<file path="src/rtl/wb_arbiter.sv">
// Writeback arbiter: one request buffer each for the execute and load units,
// round-robin grant to the register-file write port, and a pending-write scoreboard.
module wb_arbiter #(
  parameter int   XLEN    = 32,
  parameter logic RR_INIT = 1'b0
) (
  input  logic            CLK,
  input  logic            RST,
  input  logic            EX_VALID,
  input  logic [4:0]      EX_RD,
  input  logic [XLEN-1:0] EX_DATA,
  output logic            EX_READY,
  input  logic            LD_VALID,
  input  logic [4:0]      LD_RD,
  input  logic [XLEN-1:0] LD_DATA,
  output logic            LD_READY,
  input  logic            ISSUE_VALID,
  input  logic [4:0]      ISSUE_RD,
  input  logic [4:0]      RS1,
  input  logic [4:0]      RS2,
  output logic            RS1_BUSY,
  output logic            RS2_BUSY,
  output logic            RF_WE,
  output logic [4:0]      RF_WADDR,
  output logic [XLEN-1:0] RF_WDATA
);

  typedef enum logic [1:0] {GNT_NONE, GNT_EX, GNT_LD} grant_e;

  logic            ex_full, ld_full;
  logic [4:0]      ex_rd, ld_rd;
  logic [XLEN-1:0] ex_data, ld_data;
  logic            rr_last;  // 0: EX granted last, 1: LD granted last
  logic [31:0]     pending, pending_nxt;
  grant_e          grant;
  logic            ex_accept, ld_accept;

  // NOTE: every variable assigned in an always_comb gets a default first, so no path leaves it unassigned and no latch is inferred.
  always_comb begin
    grant = GNT_NONE;
    if (ex_full && ld_full) grant = rr_last ? GNT_EX : GNT_LD;
    else if (ex_full)       grant = GNT_EX;
    else if (ld_full)       grant = GNT_LD;
  end

  // A buffer can take a new request in the same cycle it drains to the RF.
  assign EX_READY  = !RST && (!ex_full || (grant == GNT_EX));
  assign LD_READY  = !RST && (!ld_full || (grant == GNT_LD));
  assign ex_accept = EX_VALID && EX_READY;
  assign ld_accept = LD_VALID && LD_READY;

  always_comb begin
    RF_WE    = 1'b0;
    RF_WADDR = '0;
    RF_WDATA = '0;
    case (grant)
      GNT_EX: begin
        RF_WE    = (ex_rd != 5'd0);
        RF_WADDR = ex_rd;
        RF_WDATA = ex_data;
      end
      GNT_LD: begin
        RF_WE    = (ld_rd != 5'd0);
        RF_WADDR = ld_rd;
        RF_WDATA = ld_data;
      end
      default: ;
    endcase
  end

  // A same-cycle issue to the register being written leaves it pending.
  always_comb begin
    pending_nxt = pending;
    if (RF_WE) pending_nxt[RF_WADDR] = 1'b0;
    if (ISSUE_VALID && (ISSUE_RD != 5'd0)) pending_nxt[ISSUE_RD] = 1'b1;
    pending_nxt[0] = 1'b0;
  end

  assign RS1_BUSY = pending[RS1];
  assign RS2_BUSY = pending[RS2];

  // NOTE: sequential state uses non-blocking assignments so every flop samples the pre-edge values of the others.
  always_ff @(posedge CLK or posedge RST) begin
    if (RST) begin
      ex_full <= 1'b0;
      ld_full <= 1'b0;
      rr_last <= RR_INIT;
      pending <= '0;
    end else begin
      if (ex_accept)             ex_full <= 1'b1;
      else if (grant == GNT_EX)  ex_full <= 1'b0;
      if (ld_accept)             ld_full <= 1'b1;
      else if (grant == GNT_LD)  ld_full <= 1'b0;
      if (grant != GNT_NONE)     rr_last <= (grant == GNT_LD);
      pending <= pending_nxt;
    end
  end

  // NOTE: payload registers are not reset; they are only observed while the matching full flag is set.
  always_ff @(posedge CLK) begin
    if (ex_accept) begin
      ex_rd   <= EX_RD;
      ex_data <= EX_DATA;
    end
    if (ld_accept) begin
      ld_rd   <= LD_RD;
      ld_data <= LD_DATA;
    end
  end

endmodule
</file>
<file path="config.mk">
export PLATFORM = sky130hd
export DESIGN_NAME = wb_arbiter
export DESIGN_NICKNAME = d
export VERILOG_FILES = /design/src/rtl/wb_arbiter.sv
export SDC_FILE = /design/constraint.sdc
export NUM_CORES = 1
export LEC_CHECK = 0
export CAP_MARGIN = 20
export CORE_MARGIN = 2
export CORE_UTILIZATION = 48
export DETAILED_ROUTE_END_ITERATION = 16
export MAX_ROUTING_LAYER = met4
export PLACE_DENSITY = 0.83
export SYNTH_ARGS = -nofsm -noshare
export SYNTH_HDL_FRONTEND = slang
export SYNTH_SLANG_ARGS = --single-unit
</file>
<file path="constraint.sdc">
create_clock -name CLK -period 3.7 [get_ports CLK]
set_input_delay 0.74 -clock CLK [delete_from_list [all_inputs] [get_ports CLK]]
set_output_delay 0.74 -clock CLK [all_outputs]
set_load 0.005 [all_outputs]
</file>
==> summary.md, run 1 <==
| Metric | Value |
|---|---|
| Outcome | `completed` |
| Wirelength per Cell | `18.6 um` |
| Die X | `104 um` |
| Post-synthesis mux area share | `0.0651` |
| Hold/Removal Path Class | `flop to flop` |
| Row Count | `36` |
| Clk Latency, worst-skew pair | `0.38 ns` |
| Pin count of the biggest net entering global routing | `49` |
| Share of layout cells above drive strength 1 | `0.0824` |
| Setup_tns | `0 ns` |
| Total congestion overflow | `0` |
| GPL Wtd Cong | `0.906` |
| Max Fclk | `284 MHz` |
| Post-synth EDFFs | `74` |
| # DRC | `0` |
| Simple-Gate Fraction of Synth Area | `0.0994` |
| Clock skew | `0.00953 ns` |
| RSZ-0062 raised after global routing | `false` |
| Crit Reg-Reg Startpoint | `ld_full` |
| Largest fanout on the critical path | `28` |
| Area delta synth->final | `35.5%` |
| Syn Nets | `480` |
| TritonRoute pass-1 iters | `5` |
| Worst EP required | `2.96 ns` |
| CTS tree | `built` |
| Clk sinks | `108` |
| Detailed-route via count | `3745` |
| Synth area leaders | `edfxtp_1 46%, dfrtp_1 18%, a22oi_1 5.9%` |
| Worst Tran Pin Value | `0.594 ns` |
| Filler instances | `703` |
| Die Area | `0.0109 sq mm` |
| Switch share | `0.361` |
| Remaining antenna violation count | `0` |
| Final net count | `614` |
| Fin crit period | `3.52 ns` |
| H-Tree Depth | `3` |
| Top-level port count | `136` |
| Adder-cell share of the synthesized area | `0.00775` |
| Crit Path Category | `flop to output pin` |
| Mapped Area | `0.00484 sq mm` |
| Clk slew on worst S/H paths | `0.09 ns` |
| Detailed Place HPWL | `9010 um` |
| Power Density | `671 mW/mm^2` |
| Total track usage | `0.236` |
| Post-CTS Setup Inserts | `0` |
| CTS Buf Count | `9` |
| Crit start category | `flop` |
| Post-Synth XOR/XNOR Area | `0` |
| Post-Place Worst Slack | `0.184 ns` |
| Post-Syn Area per Cell | `12.6 sq um` |
| Share of the synthesized area in the top cell type | `0.459` |
| Synth Area in Compound Gates | `0.170` |
| Yosys top cell by area | `edfxtp_1` |
| Initial antenna violation count | `0` |
| Post-synth top flop | `edfxtp_1` |
| WL final | `12200 um` |
| Yosys cell types | `34` |
| Vias in the first global route | `3913` |
| Slew headroom | `0.600` |
| Final period utilization | `0.952` |
| CP endpoint kind | `output pin` |
| Drt initial violations | `195` |
| CP Data Arrival Time | `2.78 ns` |
| Maxcap violations | `0` |
| Largest family of logic cells by synthesized area | `compound AO/OA/AOI/OAI gates` |
| Switching pwr | `1.59 mW` |
| N_diodes | `0` |
| Core area | `0.00977 sq mm` |
| Yosys reg bits | `108` |
| Sequential share of the synthesized area | `0.634` |
| Global-route wire length before repair | `19500 um` |
| Via density per instance | `5.72` |
| Clk pwr share | `0.160` |
| Hold_ws | `0.519 ns` |
| Clock buffer depth | `2` |
| Peak supply drop | `0.000530 V` |
| Internal power | `2.82 mW` |
| Final Hold Fails | `0` |
| Static leakage | `2.26 nW` |
| Comb power frac | `0.457` |
| Synth Warn # | `0` |
| Syn Inst Count | `383` |
| Hold path startpoint | `ld_full` |
| Max Slew Vio Count | `0` |
| Die height | `104 um` |
| Clock root buffer | `clkbuf_8` |
| IO Port Bufs | `135` |
| Effective utilization at floorplan | `0.496` |
| Ys async rst share | `0.315` |
| Count of final setup violators | `0` |
| Sequential power share | `0.383` |
| Final worst setup slack | `0.178 ns` |
| CP startpoint | `ld_full` |
path summary, 6_finish.rpt:
kind                                      to  cells after the start  slack (ns)
worst max register to register      ld_rd[0]                      7        0.89
min in group asynchronous            ex_full                      3        0.80
max in group asynchronous        pending[19]                      3        2.59
worst min register to register       ld_full                      1        0.52
worst min-delay path                 ld_full                      1        0.52
worst max-delay path            RF_WDATA[16]                      7        0.18
routing by layer:
layer  track usage  vias to the layer above  wire [um]
met5             -                        -          0
met4         0.102                        0        250
met3        0.0645                       22       1060
met2         0.369                      192       5870
met1         0.288                     1786       4980
li1              -                     1745          -
area by class of cell:
type / instances / area (sq um) / area share
flip-flops and latches: 108 / 3070 / 0.468
clock inverters: 7 / 65.1 / 0.00991
clock buffers: 9 / 124 / 0.0189
multi-input cells: 247 / 1690 / 0.257
well taps: 133 / 166 / 0.0253
inverters: 9 / 33.8 / 0.00514
repair buffers: 142 / 1420 / 0.216
placed cells by master (no fill, tap or decap), types with 2 or more instances in the layout:
cell type and count:
buf_4 6, nand3_1 13, ha_4 2, or4_4 2, nor2b_1 4, or3b_2 3, o2111ai_1 2, o211ai_1 2
clkdlybuf4s50_1 135, a22oi_4 2, dfrtp_1 34, or4_1 2, or4b_4 4, nand4_1 3, a21o_1 2, nand2b_1 4
o21ai_0 43, a21oi_1 11, inv_1 9, clkinv_1 2, edfxtp_1 74, inv_6 2, a211oi_1 2, mux2i_1 18
mux4_2 6, o21ai_1 24, and2_2 2, nand2_1 4, nand3b_1 5, a22oi_1 38, a22o_1 3, clkbuf_8 9
clkinv_2 2, nor2_1 42
state kept, by name (all words and copies together) (netlist names):
register  count
ex_data      32
ld_data      32
pending      31
ex_rd         5
ld_rd         5
ex_full       1
ld_full       1
rr_last       1
metrics by stage:
step,utilization,cells,power [mW],cell area (sq um)
2_1_floorplan,-,383,2.76,4840
3_3_place_gp,0.650,639,3.63,6360
3_5_place_dp,0.650,639,3.67,6360
4_1_cts,0.672,655,4.42,6570
5_1_grt,0.672,655,4.65,6570
6_report,0.672,655,4.41,6570
power by group through the flow:
stage               sequential [mW]  combinational, mW  clock [mW]
detailed placement             1.71               1.96           0
CTS                            1.68               2.03       0.709
finish                         1.69               2.01       0.703
global placement               1.71               1.93           0
global route                   1.71               2.18       0.759
floorplan                      1.66               1.10           0
synth_stat cells (3+ instances only):
library cell and n:
edfxtp_1 74, o21ai_0 43, nor2_1 42, a22oi_1 38, dfrtp_1 34, o21ai_1 24, mux2i_1 18, nand3_1 13
a21oi_1 11, inv_1 9, buf_1 7, clkbuf_1 7, mux4_2 6, buf_2 5, nand3b_1 5, nand2_1 4
nand2b_1 4, nor2b_1 4, or4b_4 4, a22o_1 3, ha_1 3, nand4_1 3, or3b_2 3
logic make-up (layout without fill, tap and decap cells):
logic type,after synthesis,after routing
adder cells (fa/ha/maj),3,3
flip-flops,108,108
AO/OA/AOI/OAI,131,131
buffers and inverters,28,167
multiplexers,24,24
AND/OR/NAND/NOR,89,89
worst max-delay path: stages, from the launching register on:
cell and delay [ns]:
dfrtp_1 0.38, inv_1 0.06, o21ai_0 0.46, ha_4 0.46
buf_4 0.24, a22oi_1 0.10, nor2_1 0.17, clkdlybuf4s50_1 0.53
what timing repair did:
| item | in CTS | in global routing |
|---|---|---|
| endpoints found under the setup margin | 2 | 0 |
| gates resized for setup | 2 | 0 |
| hold buffers | 0 | 0 |
(Power assumes the default switching activity.)
==> inputs of run 2 (changes only) <==
--- a/config.mk
+++ b/config.mk
@@ -6,6 +6,7 @@
 export NUM_CORES = 1
 export LEC_CHECK = 0
 export CAP_MARGIN = 20
+export CORE_ASPECT_RATIO = 1.5
 export CORE_MARGIN = 2
 export CORE_UTILIZATION = 48
 export DETAILED_ROUTE_END_ITERATION = 16
==> summary.md, run 2 (synthesis results as in run 1) <==
| Metric | Value |
|---|---|
| Outcome | `completed` |
| Worst R2R Path Depth | `9` |
| CP Data Arrival Time | `2.76 ns` |
| Count of final setup violators | `0` |
| # DRC | `0` |
| Post-CTS Hold Fix Bufs | `0` |
| Area of the multi-input gates | `0.00169 sq mm` |
| CTS Buf Count | `9` |
| Largest fanout on the critical path | `7` |
| Global route hottest layer | `met2` |
| Max Slew Vio Count | `0` |
| Clk Latency, worst-skew pair | `0.34 ns` |
| N_diodes | `0` |
| CTS tree | `built` |
| GPL Wtd Cong | `0.864` |
| Detailed Place HPWL | `9840 um` |
| Static leakage | `2.32 nW` |
| Vias in the first global route | `4094` |
| Worst EP required | `2.96 ns` |
| Clock buffer depth | `2` |
| Final net count | `616` |
| Met2 global-route usage | `0.445` |
| Hold path cells | `2` |
| Drt initial violations | `297` |
| Share of layout cells above drive strength 1 | `0.0840` |
| Clock root buffer | `clkbuf_16` |
| Global-route wire length before repair | `20700 um` |
| Die height | `127 um` |
| Hold/Removal Path Class | `flop to flop` |
| Commonest non-fill, non-tap cell in the layout | `clkdlybuf4s50_1` |
| WL final | `13500 um` |
| Post-route cell area | `0.00665 sq mm` |
| Effective utilization at floorplan | `0.497` |
| Die Area | `0.0109 sq mm` |
| H-Tree Depth | `3` |
| Core area | `0.00974 sq mm` |
| Clock skew | `0.00423 ns` |
| Commonest non-fill, non-tap cells in the layout | `134 x clkdlybuf4s50_1, 74 x edfxtp_1, 42 x o21ai_0, 42 x nor2_1, 38 x a22oi_1` |
| Peak supply drop | `0.000613 V` |
| Total congestion overflow | `0` |
| Clk sinks | `108` |
| Wirelength per Cell | `21.2 um` |
| Total track usage | `0.257` |
| Crit Reg-Reg Startpoint | `ld_full` |
| Die X | `86.0 um` |
| Crit Path Category | `input port to output pin` |
| Detailed-route via count | `3885` |
| Row Count | `44` |
| Clk slew on worst S/H paths | `0.06 ns` |
| Top-level port count | `136` |
| Remaining antenna violation count | `0` |
| RSZ-0062 raised after global routing | `false` |
| Regs by FF count | `ex_data x32, ld_data x32, pending x31` |
| Power Density | `711 mW/mm^2` |
| Hold-critical path endpoint | `pending[26]` |
| Post_cts resized | `0` |
| Placed cell area | `0.00634 sq mm` |
| M3 GR Usage | `0.0517` |
| Area delta synth->final | `37.3%` |
| CP endpoint kind | `output pin` |
| TritonRoute pass-1 iters | `7` |
| Pin count of the biggest net entering global routing | `49` |
| Max Fclk | `286 MHz` |
| Final period utilization | `0.945` |
| Worst Tran Pin Value | `0.625 ns` |
| Filler instances | `664` |
| Maxcap violations | `0` |
| IO Port Bufs | `135` |
| Final Hold Fails | `0` |
| Fin crit period | `3.50 ns` |
| Crit start category | `input port` |
| Reg area | `0.00307 sq mm` |
| GR Layer Usage met1 | `0.280` |
| Via density per instance | `6.08` |
| Initial antenna violation count | `0` |
| Hold path startpoint | `pending[26]` |
| Post-CTS Setup Inserts | `0` |
| Slew headroom | `0.579` |
| Reg2reg setup slack | `1.14 ns` |
| Setup_tns | `0 ns` |
| Reg-to-Reg End | `pending[8]` |
==> run 2: report_power, final <==
part | internal, mW | switching (mW) | leakage [nW]
Clock | 0.546 | 0.401 | 0.144
Combinational | 0.967 | 1.12 | 1.15
Sequential | 1.55 | 0.149 | 1.03
==> run 2: how the worst max path moves through the flow <==
| stage | from | to | slack, ns | cells after the start |
|---|---|---|---|---|
| floorplan | ld_full | ld_data[0] | 0.79 | 7 |
| global placement | RS1[0] | RS1_BUSY | 0.15 | 6 |
| detailed placement | RS1[0] | RS1_BUSY | 0.11 | 6 |
| CTS | ld_full | RF_WDATA[9] | 0.1 | 8 |
| global route | RS2[0] | RS2_BUSY | 0.11 | 6 |
| finish | RS2[0] | RS2_BUSY | 0.20 | 6 |
==> run 2: area by class of cell <==
cell class	instances	share of cell area
tap	115	0.0216
sequential	108	0.462
multi-input combinational	247	0.254
timing repair buffer	144	0.214
inverter	9	0.00508
clock inverter	3	0.00658
clock buffer	13	0.0376
==> run 2: metrics by stage <==
step	power [mW]	worst slack, ns	hold slack, ns	cells	utilization
after global routing	4.97	0.114	0.549	639	0.683
after detailed placement	3.72	0.114	0.500	623	0.650
final	4.73	0.204	0.517	639	0.683
after CTS	4.68	0.0982	0.514	639	0.681
after floorplan	2.76	0.793	0.464	383	-
after global placement	3.65	0.154	0.482	623	0.650
==> run 2: critical path: stages <==
cell and delay [ns]:
clkdlybuf4s50_1 0.66, mux4_2 0.54, nand2b_1 0.15, o2111ai_1 0.10, nand4_1 0.10, clkdlybuf4s50_1 0.45
==> run 2: per-layer routing <==
metal | wire length [um] | share of wire | up-vias
met2 | 7250 | 0.54 | 224
li1 | - | - | 1748
met5 | 0 | 0 | -
met3 | 1040 | 0.077 | 36
met1 | 4780 | 0.35 | 1877
met4 | 454 | 0.034 | 0
==> inputs of run 3 (changes only) <==
--- a/config.mk
+++ b/config.mk
@@ -5,6 +5,7 @@
 export SDC_FILE = /design/constraint.sdc
 export NUM_CORES = 1
 export LEC_CHECK = 0
+export ABC_CLOCK_PERIOD_IN_PS = 3700
 export CAP_MARGIN = 20
 export CORE_ASPECT_RATIO = 1.5
 export CORE_MARGIN = 2
==> results of run 3 <==
No change in the layout: final DEF, timing and power equal those of run 2.
